$ cat src/rtl/instruction_fetch_pkg.sv
// Shared types and helpers for the instruction fetch stage: state encoding,
// default parameters, PC legality check and saturating counter step.
package instruction_fetch_pkg;

    typedef enum logic [1:0] {
        FETCH_IDLE  = 2'd0,
        FETCH_RUN   = 2'd1,
        FETCH_FAULT = 2'd2
    } fetch_state_e;

    localparam logic [31:0] DEFAULT_RESET_PC   = 32'h0000_0000;
    localparam int          DEFAULT_IMEM_WORDS = 256;

    // A PC is unusable when it is not word aligned or lies past the end of memory.
    function automatic logic pc_is_bad(input logic [31:0] pc, input logic [32:0] limit);
        logic misaligned;
        logic out_of_range;
        misaligned   = (pc[1:0] != 2'b00);
        out_of_range = ({1'b0, pc} >= limit);
        return misaligned || out_of_range;
    endfunction

    function automatic logic [31:0] sat_inc32(input logic [31:0] value);
        logic [31:0] result;
        if (value == 32'hFFFF_FFFF) begin
            result = value;
        end else begin
            result = value + 32'd1;
        end
        return result;
    endfunction

endpackage

$ cat src/rtl/instruction_fetch.sv
// Fetch stage: owns the PC, reads the asynchronous instruction memory and
// presents {pc, instr} to decode through a valid/ready output register.
module instruction_fetch
    import instruction_fetch_pkg::*;
#(
    parameter logic [31:0] RESET_PC   = DEFAULT_RESET_PC,
    parameter int          IMEM_WORDS = DEFAULT_IMEM_WORDS
) (
    input  logic        clk,
    input  logic        rst,
    output logic [31:0] imem_addr,
    input  logic [31:0] imem_instr,
    input  logic        redirect_valid,
    input  logic [31:0] redirect_pc,
    input  logic        id_ready,
    output logic        id_valid,
    output logic [31:0] id_pc,
    output logic [31:0] id_instr,
    output logic [31:0] id_pc_plus4,
    output logic        fetch_fault,
    output logic [31:0] fetch_count
);

    // Byte limit kept one bit wider so a large memory depth cannot wrap the compare.
    localparam logic [32:0] PC_LIMIT = 33'(IMEM_WORDS) << 2;

    fetch_state_e r_state;
    fetch_state_e w_state_nxt;
    logic [31:0]  r_pc;
    logic [31:0]  w_pc_nxt;
    logic         r_id_valid;
    logic         w_id_valid_nxt;
    logic [31:0]  r_id_pc;
    logic [31:0]  w_id_pc_nxt;
    logic [31:0]  r_id_instr;
    logic [31:0]  w_id_instr_nxt;
    logic [31:0]  r_id_pc_plus4;
    logic [31:0]  w_id_pc_plus4_nxt;
    logic         r_fault;
    logic         w_fault_nxt;
    logic [31:0]  r_count;
    logic [31:0]  w_count_nxt;

    logic [31:0]  w_pc_plus4;
    logic         w_pc_bad;
    logic         w_adv;
    logic         w_accept;

    // Sequential PC, legality of the current PC and handshake qualifiers.
    always_comb begin
        w_pc_plus4 = r_pc + 32'd4;
        w_pc_bad   = pc_is_bad(r_pc, PC_LIMIT);
        w_adv      = !r_id_valid || id_ready;
        w_accept   = r_id_valid && id_ready;
    end

    // State register and all IF/ID output registers; reset values win over everything.
    always_ff @(posedge clk) begin
        if (rst) begin
            r_state       <= FETCH_IDLE;
            r_pc          <= RESET_PC;
            r_id_valid    <= 1'b0;
            r_id_pc       <= 32'd0;
            r_id_instr    <= 32'd0;
            r_id_pc_plus4 <= 32'd0;
            r_fault       <= 1'b0;
            r_count       <= 32'd0;
        end else begin
            r_state       <= w_state_nxt;
            r_pc          <= w_pc_nxt;
            r_id_valid    <= w_id_valid_nxt;
            r_id_pc       <= w_id_pc_nxt;
            r_id_instr    <= w_id_instr_nxt;
            r_id_pc_plus4 <= w_id_pc_plus4_nxt;
            r_fault       <= w_fault_nxt;
            r_count       <= w_count_nxt;
        end
    end

    // Next-state and next-output selection: redirect, then fault, then advance, else stall.
    always_comb begin
        w_state_nxt       = r_state;
        w_pc_nxt          = r_pc;
        w_id_valid_nxt    = r_id_valid;
        w_id_pc_nxt       = r_id_pc;
        w_id_instr_nxt    = r_id_instr;
        w_id_pc_plus4_nxt = r_id_pc_plus4;
        w_fault_nxt       = r_fault;

        case (r_state)
            FETCH_IDLE: begin
                w_state_nxt = FETCH_RUN;
            end
            FETCH_RUN: begin
                if (redirect_valid) begin
                    w_pc_nxt       = redirect_pc;
                    w_id_valid_nxt = 1'b0;
                end else if (w_pc_bad) begin
                    w_state_nxt    = FETCH_FAULT;
                    w_fault_nxt    = 1'b1;
                    w_id_valid_nxt = 1'b0;
                end else if (w_adv) begin
                    w_id_valid_nxt    = 1'b1;
                    w_id_pc_nxt       = r_pc;
                    w_id_instr_nxt    = imem_instr;
                    w_id_pc_plus4_nxt = w_pc_plus4;
                    w_pc_nxt          = w_pc_plus4;
                end else begin
                    w_id_valid_nxt = r_id_valid;
                end
            end
            FETCH_FAULT: begin
                w_id_valid_nxt = 1'b0;
            end
            default: begin
                // Corrupted state encoding is treated as a fault rather than guessed at.
                w_state_nxt    = FETCH_FAULT;
                w_fault_nxt    = 1'b1;
                w_id_valid_nxt = 1'b0;
            end
        endcase

        if (w_accept) begin
            w_count_nxt = sat_inc32(r_count);
        end else begin
            w_count_nxt = r_count;
        end
    end

    assign imem_addr   = r_pc;
    assign id_valid    = r_id_valid;
    assign id_pc       = r_id_pc;
    assign id_instr    = r_id_instr;
    assign id_pc_plus4 = r_id_pc_plus4;
    assign fetch_fault = r_fault;
    assign fetch_count = r_count;

endmodule

$ cat config.mk
export PLATFORM = sky130hd
export DESIGN_NAME = instruction_fetch
export DESIGN_NICKNAME = d
export VERILOG_FILES = /design/src/rtl/instruction_fetch_pkg.sv /design/src/rtl/instruction_fetch.sv
export SDC_FILE = /design/constraint.sdc
export NUM_CORES = 1
export LEC_CHECK = 0
export ABC_CLOCK_PERIOD_IN_PS = 4600
export BUFFER_PORTS_ARGS = -buffer_cell sky130_fd_sc_hd__buf_2
export CORE_ASPECT_RATIO = 0.75
export CORE_UTILIZATION = 53
export CTS_CLUSTER_DIAMETER = 60
export DETAILED_ROUTE_END_ITERATION = 7
export GPL_TIMING_DRIVEN = 0
export PLACE_DENSITY = 0.82
export SYNTH_ARGS = -nofsm -noshare
export SYNTH_HDL_FRONTEND = slang
export SYNTH_SLANG_ARGS = --single-unit
$ cat constraint.sdc
create_clock -name clk -period 4.6 [get_ports clk]
set_clock_uncertainty 0.05 [all_clocks]
set_input_delay 0.92 -clock clk [delete_from_list [all_inputs] [get_ports clk]]
set_output_delay 0.92 -clock clk [all_outputs]
set_load 0.01 [all_outputs]
=== Word-level counts from Yosys, hierarchy flattened ===
Index checks and enable logic that the tools add are counted.

* Register bits: 164
* Input bits: 68
* Output and inout bits: 162
* Logic and storage cells: 51

* Add/sub/neg operators: 2
* $lt $le $gt $ge: 1
* Equal/unequal tests: 7
* Multiplexer cells: 13
* Bitwise gates (word level): 6
* Reduce and logical (&&, ||, !) cells: 14

{| class="wikitable"
|+ Operators by type and width
! cell !! number
|-
| $mux 32 || 3
|-
| $add 32x1->32 const B || 1
|-
| $add 32x3->32 const B || 1
|-
| $eq 32x32->1 const B || 1
|-
| $ge 32x11->1 const B || 1
|-
| $reduce_and 3->1 || 3
|-
| $ne 2x2->1 const B || 3
|-
| $not 1->1 || 6
|-
| $pmux 2 s3 || 1
|-
| $mux 1 || 5
|-
| $mux 2 || 2
|-
| $ne 4x4->1 const B || 1
|-
| $pmux 1 s2 || 2
|-
| $reduce_and 2->1 || 2
|-
| $reduce_and 4->1 || 1
|-
| $reduce_bool 2->1 || 2
|-
| $eq 2x1->1 const B || 1
|-
| $eq 2x2->1 const B || 1
|-
| $logic_not 2->1 || 1
|-
| $logic_or 1x1->1 || 2
|-
| $reduce_or 2->1 || 1
|-
| $logic_and 1x1->1 || 1
|-
| $logic_not 1->1 || 1
|}

=== Depth between registers and ports, before layout ===
Gate-level depths: netlist of the first run.

* Depth in word-level cells: 6
* Mapped depth: 7
* Depth with buffers taken out: 6

=== Least setup slack after synthesis of the first run ===
Ideal clock, no wire load.

* Kind: in2reg
* From: in redirect_valid
* To: reg r_id_instr[19], in the netlist id_instr[19]
* Library setup time: 0.132 ns
* Arrival: 2.068 ns
* Data required time: 4.418 ns
* Path slack: 2.350 ns
* Stages on the path: 6
* Buffers on the path: 3
* Path through: clkbuf_1 -> or4_1 -> buf_2 -> buf_2 -> nand2_1 -> a21oi_1

* Longest elaborated chain between the ends: 2

{| class="wikitable"
|+ RTL lines
! what !! RTL line !! source
|-
| start: declaration || instruction_fetch.sv:13 || <nowiki>input logic redirect_valid,</nowiki>
|-
| $not 1->1 (no line) || -- ||
|-
| $reduce_and 4->1 (no line) || -- ||
|-
| end signal: assignment || instruction_fetch.sv:73 || <nowiki>r_id_instr <= w_id_instr_nxt;</nowiki>
|-
| end: declaration || instruction_fetch.sv:35 || <nowiki>logic [31:0] r_id_instr;</nowiki>
|}

No other way between the ends.
A chain may end at the register's enable or synchronous reset.

=== Worst setup path in the final report of the first run ===
* From: reg r_state[0]
* To: reg r_id_pc[13], in the netlist id_pc[13]

* Longest elaborated chain between the ends: 2

{| class="wikitable"
|+ RTL lines
! what !! RTL line !! source
|-
| start: declaration || instruction_fetch.sv:27 || <nowiki>fetch_state_e r_state;</nowiki>
|-
| start signal: assignment || instruction_fetch.sv:69 || <nowiki>r_state <= w_state_nxt;</nowiki>
|-
| $eq 2x1->1 || instruction_fetch.sv:90 || <nowiki>case (r_state)</nowiki>
|-
| $reduce_and 4->1 (no line) || -- ||
|-
| end signal: assignment || instruction_fetch.sv:72 || <nowiki>r_id_pc <= w_id_pc_nxt;</nowiki>
|-
| end: declaration || instruction_fetch.sv:33 || <nowiki>logic [31:0] r_id_pc;</nowiki>
|}

No other way between the ends.

==> results of run 1 <==
-- logic make-up after synthesis --
logic type | Yosys count | synth area share [%]
AO/OA/AOI/OAI | 143 | 13.0
XOR/XNOR | 17 | 2.33
adder cells (fa/ha/maj) | 3 | 0.588
buffers and inverters | 60 | 4.07
flip-flops | 162 | 50.8
multiplexers | 10 | 1.74
AND/OR/NAND/NOR | 349 | 27.5
-- power by group --
| group | leakage [nW] | internal (mW) | switching (mW) |
|---|---|---|---|
| clock network | 0.283 | 0.729 | 0.654 |
| logic | 2.11 | 0.179 | 0.345 |
| registers | 1.31 | 1.47 | 0.0607 |
-- synth_stat cells (all sizes together) --
| library cell | number |
|---|---|
| or3 | 7 |
| or4b | 1 |
| or4 | 6 |
| o311ai | 1 |
| a31o | 1 |
| nor2b | 13 |
| nor2 | 37 |
| nor4 | 13 |
| o21ai | 19 |
| xor2 | 10 |
| o22ai | 1 |
| or2 | 1 |
| and4 | 9 |
| ha | 3 |
| a22o | 1 |
| a221oi | 1 |
| dfxtp | 162 |
| a21oi | 91 |
| xnor2 | 7 |
| buf | 16 |
| a22oi | 4 |
| and2 | 50 |
| a31oi | 4 |
| o41ai | 4 |
| nand4 | 18 |
| and3 | 4 |
| nand2 | 153 |
| o211ai | 2 |
| mux2i | 1 |
| o31ai | 9 |
| a211oi | 2 |
| inv | 8 |
| nand3 | 28 |
| nand2b | 3 |
| nor3 | 6 |
| o31a | 2 |
| o21a | 1 |
| mux2 | 9 |
| clkbuf | 36 |
-- area by class of cell --
class / count / area share (%)
clock buffer: 17 / 5.11
inverter: 8 / 0.361
tap: 162 / 2.44
antenna: 1 / 0.0301
buffer: 52 / 2.77
sequential: 162 / 39.0
timing repair buffer: 228 / 13.7
clock inverter: 15 / 1.94
multi-input combinational: 522 / 34.7
-- routing by layer --
layer,vias up,share of wire (%),GRT usage [%]
li1,3038,-,-
met2,279,45,46.2
met1,2812,44,36.4
met4,0,3.1,13.6
met5,-,0,0
met3,45,8.1,7.49
-- worst min-delay path by stage --
| stage | cells after the start | slack, ns | end | from |
|---|---|---|---|---|
| after floorplan | 1 | 0.39 | id_valid | r_state[1] |
| after global placement | 2 | 0.39 | id_instr[15] | id_instr[15] |
| after detailed placement | 1 | 0.39 | id_pc[15] | id_pc[15] |
| after CTS | 2 | 0.40 | id_instr[28] | id_instr[28] |
| after global routing | 1 | 0.42 | id_pc[16] | id_pc[16] |
| final | 2 | 0.40 | id_pc[2] | id_pc[2] |
-- tightest hold or removal path, delay by kind of cell (launching register included) --
kind | cells | cell delay, ns
AOI/OAI and AO/OA | 1 | 0.05
DFF | 1 | 0.31
and+or+nand+nor | 1 | 0.05
-- metrics by stage --
step | hold WS, ns | cells | utilization (%) | setup slack (ns) | cell area [um^2]
after floorplan | 0.388 | 744 | - | 2.35 | 6390
after global placement | 0.386 | 1134 | 66.3 | 1.69 | 7730
after detailed placement | 0.390 | 1134 | 66.3 | 1.57 | 7730
after CTS | 0.401 | 1166 | 71.4 | 1.65 | 8320
after global routing | 0.416 | 1166 | 71.4 | 1.35 | 8320
final | 0.399 | 1167 | 71.4 | 1.64 | 8320
-- sequential cells by signal, summed over array words and instances (netlist names) --
signal       flops
id_pc_plus4     30
fetch_count     32
id_valid         1
id_instr        32
r_state          2
fetch_fault      1
imem_addr       32
id_pc           32
==> implementation parameters, run 1 <==
Parameter                              Value

STA
  Setup total negative slack ... 0 ns
  Max Transition Viols Final ... 0
  Hold violation count in the final report ... 0
  Tmin final ... 2.96 ns
  Unrepaired setup endpoints after global routing ... no
  Max-Slew Margin vs Limit ... 43.3%
  Timing-limited maximum frequency ... 337 MHz
  Final number of setup-violating endpoints ... 0
  Actual transition at the worst max-transition pin ... 0.844 ns
  Final Cycle Share ... 64.4%

Setup path
  Setup crit start kind ... flip-flop
  Critical path's top delay family ... simple AND/OR/NAND/NOR gates
  CP endpoint kind ... flip-flop
  Crit-path max FO ... 10
  Capture point of the worst reg-to-reg path ... id_pc[13]
  Critical path required time ... 4.86 ns
  Start-to-end type of the worst setup path ... flip-flop to flip-flop
  WP data arrival ... 3.23 ns
  Logic depth of the worst register-to-register path ... 6
  Biggest cell delay along the critical path ... 0.79 ns
  Cell breakdown of the critical path ... nor2b_1 -> o21ai_1 -> nor4_2 -> nor2_1 -> clkbuf_1 -> and2_1
  Endpoint of the worst setup timing path ... id_pc[13]
  Startpoint of the most critical setup path ... r_state[0]
  Minimum setup slack among reg-to-reg paths ... 1.64 ns
  Cell with the biggest individual delay on the critical path ... sky130_fd_sc_hd__nor4_2
  Total stage count of the critical path ... 6
  Buffers plus inverters on the worst setup path ... 1
  RR Startpoint ... r_state[0]

GRT
  Maximum number of pins on one net before global-route repair ... 19
  Antenna violations before repair ... 1
  Aggregate global routing overflow ... 0
  Wire length of the first global-routing pass ... 28300 um
  Overall routing resource usage ... 28.9%
  Via count of the first global-routing pass ... 5655

Synth
  Post-synth top area cell ... sky130_fd_sc_hd__dfxtp_1
  Ys Warns ... 0
  Post-synthesis sequential area ratio ... 50.8%
  Total nets after synthesis ... 815
  Synth unique cells ... 55
  Mapped Cells ... 744
  Synthesized area divided by synthesized cell count ... 8.59 um^2
  Count of state elements after synthesis ... 162
  Area fraction of the dominant cell type after synthesis ... 50.8%
  Leading post-synthesis cells by cell area ... sky130_fd_sc_hd__dfxtp_1 51%, sky130_fd_sc_hd__nand2_1 9.0%, sky130_fd_sc_hd__a21oi_1 7.1%, sky130_fd_sc_hd__and2_1 4.9%, sky130_fd_sc_hd__nand3_1 2.2%
  Synthesized cell area ... 6390 um^2

Power and ir drop
  Leakage power ... 3.70 nW
  Total power consumption of the routed design ... 3.44 mW
  Power per standard cell area ... 413 nW/um^2
  Worst vdd ir ... 0.000267 V

Clock network
  Clk slew on worst S/H paths ... 0.07 ns
  Cts hold-fix bufs ... 0
  Number of buffers inserted to repair setup after CTS ... 0
  CTS tree ... done
  Clk Latency, worst-skew pair ... 0.43 ns
  Clock root buffer ... sky130_fd_sc_hd__clkbuf_16
  Post-CTS resize count ... 0
  H-tree levels ... 4
  Number of CTS-inserted buffers ... 17
  Max Buffers Root-to-Sink ... 2
  Total number of clock tree sinks ... 162

Route
  Number of remaining DRC errors ... 0
  Detail-routed via count per cell ... 5.29
  Antenna viol nets, final ... 0
  Total vias in the final route ... 6174
  Total detailed-routing wirelength ... 18000 um
  Detailed Route Iter0 Violations ... 371
  Average wire per cell in the routed design ... 15.4 um
  DRT Pass-1 Iters ... 5

Place
  Buffers added on ports ... 228
  HPWL Detailed ... 13100 um
  Weighted congestion at the end of routability-driven global placement ... 0.898

Final layout
  Footprint of the multi-input gates ... 2880 um^2
  Layout Nets ... 1062
  Commonest non-fill, non-tap cell in the layout ... sky130_fd_sc_hd__buf_2
  Layout area overhead ... 30.3%
  Ratio of cells with drive above 1 in the final layout ... 29.5%
  Highest-count cells in the layout ignoring fill and taps ... 234 x sky130_fd_sc_hd__buf_2, 162 x sky130_fd_sc_hd__dfxtp_1, 153 x sky130_fd_sc_hd__nand2_1
  Count of filler cells inserted in the layout ... 968
  Register Area ... 3240 um^2

Die
  Count of standard-cell rows ... 34
  Die footprint ... 12500 um^2
  Number of top-level design ports ... 230
  Y dimension of the die ... 97.1 um
  Starting utilization of the core area ... 54.8%
  Core Area ... 11700 um^2
  Horizontal extent of the die ... 129 um

Job
  Max-cap check violation count ... 0

Status
  Outcome ... finished, final reports clean

Worst hold path
  Hold/Removal Path Class ... flip-flop to flip-flop
Note: power is estimated with default switching activity, not from simulation.
==> run 2, diff against run 1 <==
--- a/config.mk
+++ b/config.mk
@@ -5,14 +5,14 @@
 export SDC_FILE = /design/constraint.sdc
 export NUM_CORES = 1
 export LEC_CHECK = 0
-export ABC_CLOCK_PERIOD_IN_PS = 4600
+export ABC_CLOCK_PERIOD_IN_PS = 2530
 export BUFFER_PORTS_ARGS = -buffer_cell sky130_fd_sc_hd__buf_2
 export CORE_ASPECT_RATIO = 0.75
-export CORE_UTILIZATION = 53
+export CORE_UTILIZATION = 45
 export CTS_CLUSTER_DIAMETER = 60
 export DETAILED_ROUTE_END_ITERATION = 7
 export GPL_TIMING_DRIVEN = 0
-export PLACE_DENSITY = 0.82
+export PLACE_DENSITY = 0.73
 export SYNTH_ARGS = -nofsm -noshare
 export SYNTH_HDL_FRONTEND = slang
 export SYNTH_SLANG_ARGS = --single-unit
==> constraint.sdc (replaced) <==
create_clock -name clk -period 2.53 [get_ports clk]
set_clock_uncertainty 0.05 [all_clocks]
set_input_delay 0.506 -clock clk [delete_from_list [all_inputs] [get_ports clk]]
set_output_delay 0.506 -clock clk [all_outputs]
set_load 0.01 [all_outputs]
==> implementation parameters, run 2 (synthesis gave the netlist of run 1 again) <==
Parameter                              Value

Die
  Starting utilization of the core area ... 46.3%
  Horizontal extent of the die ... 140 um
  Core Area ... 13800 um^2
  Die footprint ... 14700 um^2
  Number of top-level design ports ... 230
  Y dimension of the die ... 105 um
  Count of standard-cell rows ... 37

STA
  Tmin final ... 2.40 ns
  Final hold slack ... 0.271 ns
  Timing-limited maximum frequency ... 417 MHz
  Actual transition at the worst max-transition pin ... 0.724 ns
  Max-Slew Margin vs Limit ... 51.3%
  Final setup margin ... 0.133 ns
  Max Transition Viols Final ... 0
  Unrepaired setup endpoints after global routing ... no
  Final Cycle Share ... 94.8%
  Final number of setup-violating endpoints ... 0
  Hold violation count in the final report ... 0

Final layout
  Layout area overhead ... 31.0%
  Number of standard cells in the layout, taps in and fillers out ... 1182
  Layout Nets ... 1065
  Highest-count cells in the layout ignoring fill and taps ... 234 x sky130_fd_sc_hd__buf_2, 162 x sky130_fd_sc_hd__dfxtp_1, 153 x sky130_fd_sc_hd__nand2_1
  # diodes ... 0
  Ratio of cells with drive above 1 in the final layout ... 29.9%
  Count of filler cells inserted in the layout ... 1263
  Final Util ... 60.7%
  Commonest non-fill, non-tap cell in the layout ... sky130_fd_sc_hd__buf_2

Worst hold path
  Hold/Removal Path Class ... input port to flip-flop

GRT
  Via count of the first global-routing pass ... 5553
  Wire length of the first global-routing pass ... 29000 um
  Aggregate global routing overflow ... 0
  Antenna violations before repair ... 0
  Maximum number of pins on one net before global-route repair ... 17
  Overall routing resource usage ... 25.5%

Setup path
  Critical path required time ... 2.80 ns
  Cell breakdown of the critical path ... nand4_2 -> or4_1 -> buf_6 -> o311ai_4 -> nor4_1 -> mux2_1
  Crit-path max FO ... 9
  Setup crit start kind ... flip-flop
  CP endpoint kind ... flip-flop
  WP data arrival ... 2.66 ns
  Cell with the biggest individual delay on the critical path ... sky130_fd_sc_hd__or4_1
  Biggest cell delay along the critical path ... 0.57 ns
  Start-to-end type of the worst setup path ... flip-flop to flip-flop

Power and ir drop
  Worst vdd ir ... 0.000473 V
  Power per standard cell area ... 754 nW/um^2
  Leakage power ... 3.71 nW

Place
  Weighted congestion at the end of routability-driven global placement ... 0.850
  Cells after DPL ... 1147
  Buffers added on ports ... 228
  Minimum setup slack after placement ... -0.469 ns
  HPWL Detailed ... 13500 um

Clock network
  Clock root buffer ... sky130_fd_sc_hd__clkbuf_16
  Clk Latency, worst-skew pair ... 0.43 ns
  CTS tree ... done
  Number of CTS-inserted buffers ... 17
  H-tree levels ... 4
  Max Buffers Root-to-Sink ... 2
  Clk slew on worst S/H paths ... 0.07 ns
  Cts hold-fix bufs ... 0
  Total number of clock tree sinks ... 162

Route
  Detail-routed via count per cell ... 5.17
  Detailed Route Iter0 Violations ... 357
  DRT Pass-1 Iters ... 5
  Total vias in the final route ... 6108
  Antenna viol nets, final ... 0
  Total detailed-routing wirelength ... 18500 um
  Number of remaining DRC errors ... 0
  Average wire per cell in the routed design ... 15.7 um

Job
  Max-cap check violation count ... 0

Status
  Outcome ... finished, final reports clean
## run 2: cell count changes in the layout (fill, tap and decap cells not counted), sizes merged
cell and delta:
clkinvlp +2, clkinv -4, bufinv +1, buf +3, diode -1, clkbuf +1
## run 2: layer usage
metal	GRT usage (%)	wire [um]
met4	10.6	405
met5	0	0
met3	9.30	1880
met1	32.7	8240
met2	38.6	8010
## run 2: cell type report
type,instances,area (um^2),share of cell area (%)
inverter,8,30.0,0.359
sequential,162,3240,38.7
clock inverter,14,144,1.72
tap,175,219,2.62
buffer,52,230,2.75
clock buffer,18,439,5.25
timing repair buffer,231,1160,13.9
multi-input combinational,522,2900,34.7
## run 2: through the flow
stage | TNS, ns | power [mW] | cell area [um^2]
CTS | 0 | 6.34 | 8350
global placement | -26.83 | 3.78 | 7750
global route | 0 | 6.59 | 8370
detailed placement | -30.87 | 3.79 | 7750
floorplan | 0 | 3.40 | 6390
finish | 0 | 6.31 | 8370
## run 2: critical path, delay by kind of cell (launching register included)
| family | cells | cell delay, ns |
|---|---|---|
| buf+inv | 1 | 0.16 |
| flops | 1 | 0.47 |
| simple gates | 3 | 0.87 |
| compound gates | 1 | 0.41 |
| mux | 1 | 0.33 |
## run 2: final timing paths
path,from,to,slack (ns),cells after the start
worst max-delay path,fetch_count[23],fetch_count[17],0.13,6
worst min-delay path,imem_instr[23],id_instr[23],0.27,3
worst max register to register,fetch_count[23],fetch_count[17],0.13,6
worst min register to register,id_instr[16],id_instr[16],0.40,2
## run 2: repair_timing
action,4_1_cts,5_1_grt
setup buffers,2,1
setup endpoints to repair,94,44
cloned,0,0
gates resized for setup,1,2
pin swaps,1,1
## run 2: power by group
part	switching [mW]	internal (mW)	leakage [nW]
combinational	0.633	0.349	2.13
clock	1.12	1.41	0.275
sequential	0.120	2.68	1.31
==> run 3, diff against run 2 <==
--- a/config.mk
+++ b/config.mk
@@ -12,6 +12,7 @@
 export CTS_CLUSTER_DIAMETER = 60
 export DETAILED_ROUTE_END_ITERATION = 7
 export GPL_TIMING_DRIVEN = 0
+export MAX_ROUTING_LAYER = met4
 export PLACE_DENSITY = 0.73
 export SYNTH_ARGS = -nofsm -noshare
 export SYNTH_HDL_FRONTEND = slang
==> implementation parameters, run 3 (synthesis gave the netlist of run 1 again) <==
Parameter                              Value

Clock network
  CTS tree ... done
  H-tree levels ... 4
  Clk slew on worst S/H paths ... 0.07 ns
  Number of CTS-inserted buffers ... 17
  Total number of clock tree sinks ... 162
  Cts hold-fix bufs ... 0
  Max Buffers Root-to-Sink ... 2
  Clk Latency, worst-skew pair ... 0.43 ns
  Clock root buffer ... sky130_fd_sc_hd__clkbuf_16

Setup path
  Capture point of the worst reg-to-reg path ... fetch_count[17]
  Minimum setup slack among reg-to-reg paths ... 0.14 ns
  Crit-path max FO ... 9
  CP endpoint kind ... flip-flop
  Start-to-end type of the worst setup path ... flip-flop to flip-flop
  Setup crit start kind ... flip-flop
  RR Startpoint ... fetch_count[23]
  Logic depth of the worst register-to-register path ... 6
  WP data arrival ... 2.66 ns
  Critical path required time ... 2.80 ns

Power and ir drop
  Total power consumption of the routed design ... 6.31 mW
  Power per standard cell area ... 754 nW/um^2
  Worst vdd ir ... 0.000475 V
  Leakage power ... 3.71 nW
  Portion of total power attributed to the clock network ... 40.1%
  Sequential fraction of design power ... 44.3%
  Switching power total ... 1.87 mW
  Combinational power share ... 15.6%
  Switching Fraction ... 29.7%
  Cell-internal power ... 4.44 mW

Route
  Average wire per cell in the routed design ... 15.7 um
  Number of remaining DRC errors ... 0
  Antenna viol nets, final ... 0
  Total detailed-routing wirelength ... 18500 um
  Total vias in the final route ... 6110
  DRT Pass-1 Iters ... 5
  Detail-routed via count per cell ... 5.17
  Detailed Route Iter0 Violations ... 370

Place
  Buffers added on ports ... 228
  HPWL Detailed ... 13500 um
  Weighted congestion at the end of routability-driven global placement ... 0.863
  Cells after DPL ... 1147

GRT
  Aggregate global routing overflow ... 0
  Maximum number of pins on one net before global-route repair ... 17
  Antenna violations before repair ... 0
  Via count of the first global-routing pass ... 5560
  Wire length of the first global-routing pass ... 29000 um
  Overall routing resource usage ... 26.3%

STA
  Hold violation count in the final report ... 0
  Max Transition Viols Final ... 0
  Final number of setup-violating endpoints ... 0
  Actual transition at the worst max-transition pin ... 0.724 ns
  Max-Slew Margin vs Limit ... 51.3%
  Setup total negative slack ... 0 ns
  Tmin final ... 2.39 ns
  Unrepaired setup endpoints after global routing ... no
  Timing-limited maximum frequency ... 418 MHz
  Final Cycle Share ... 94.6%
  Final hold slack ... 0.269 ns

Die
  Number of top-level design ports ... 230
  Starting utilization of the core area ... 46.3%
  Horizontal extent of the die ... 140 um
  Core Area ... 13800 um^2
  Count of standard-cell rows ... 37
  Die footprint ... 14700 um^2
  Y dimension of the die ... 105 um

Final layout
  Layout Nets ... 1065
  # diodes ... 0
  Ratio of cells with drive above 1 in the final layout ... 29.9%
  Layout area overhead ... 31.0%
  Commonest non-fill, non-tap cell in the layout ... sky130_fd_sc_hd__buf_2
  Number of standard cells in the layout, taps in and fillers out ... 1182
  Highest-count cells in the layout ignoring fill and taps ... 234 x sky130_fd_sc_hd__buf_2, 162 x sky130_fd_sc_hd__dfxtp_1, 153 x sky130_fd_sc_hd__nand2_1
  Count of filler cells inserted in the layout ... 1263
  Final Util ... 60.7%

Worst hold path
  Worst hold start ... imem_instr[23]
  Hold Path End ... id_instr[23]
  Hold-critical path depth ... 3
  Hold/Removal Path Class ... input port to flip-flop

Status
  Outcome ... finished, final reports clean

Job
  Max-cap check violation count ... 0
-- run 3: cell counts in the layout (fill, tap and decap cells not counted) --
No cell type changed its count.
-- run 3: final cells by class --
cell class	count	area (um^2)	share of cell area (%)
Sequential cell	162	3240	38.7
Multi-Input combinational cell	522	2900	34.7
Timing Repair Buffer	231	1160	13.9
Clock buffer	18	439	5.25
Buffer	52	230	2.75
Tap cell	175	219	2.62
Clock inverter	14	144	1.72
Inverter	8	30.0	0.359
-- run 3: critical path: stages, from the launching register on --
cell and delay [ns]:
sky130_fd_sc_hd__dfxtp_1 0.47, sky130_fd_sc_hd__nand4_2 0.17, sky130_fd_sc_hd__or4_1 0.57, sky130_fd_sc_hd__buf_6 0.16, sky130_fd_sc_hd__o311ai_4 0.40, sky130_fd_sc_hd__nor4_1 0.13, sky130_fd_sc_hd__mux2_1 0.33
-- run 3: stage by stage --
step,setup WS (ns),instance area (um^2)
after global placement,-0.409,7750
after floorplan,0.378,6390
after CTS,0.0926,8350
after detailed placement,-0.469,7750
final,0.137,8370
after global routing,0.00127,8370
-- run 3: routing by layer --
| metal | wire length (um) | GRT usage (%) | vias up |
|---|---|---|---|
| li1 | - | - | 3054 |
| met1 | 8360 | 33.2 | 2769 |
| met2 | 7990 | 38.6 | 261 |
| met3 | 1770 | 8.62 | 26 |
| met4 | 402 | 10.6 | 0 |
| met5 | 0 | - | - |
-- run 3: worst max path at each step --
| stage | slack (ns) | end | from |
|---|---|---|---|
| after floorplan | 0.38 | fetch_count[17] | fetch_count[24] |
| after global placement | -0.41 | id_pc[21] | r_state[0] |
| after detailed placement | -0.47 | id_pc_plus4[19] | r_state[0] |
| after CTS | 0.09 | id_instr[19] | r_state[0] |
| after global routing | 0.001 | fetch_count[17] | fetch_count[23] |
| final | 0.14 | fetch_count[17] | fetch_count[23] |
-- run 3: power groups by stage --
| stage | logic, mW | clock network [mW] | registers, mW |
|---|---|---|---|
| final | 0.982 | 2.53 | 2.80 |
| after global routing | 1.09 | 2.69 | 2.81 |
| after CTS | 0.965 | 2.58 | 2.79 |
| after detailed placement | 0.942 | 0 | 2.85 |
| after global placement | 0.936 | 0 | 2.85 |
| after floorplan | 0.522 | 0 | 2.88 |
-- run 3: what timing repair did --
action | 4_1_cts | 5_1_grt
pin swaps | 1 | 1
setup endpoints to repair | 94 | 44
gates cloned | 0 | 0
buffers inserted | 2 | 1
gates resized for setup | 1 | 2
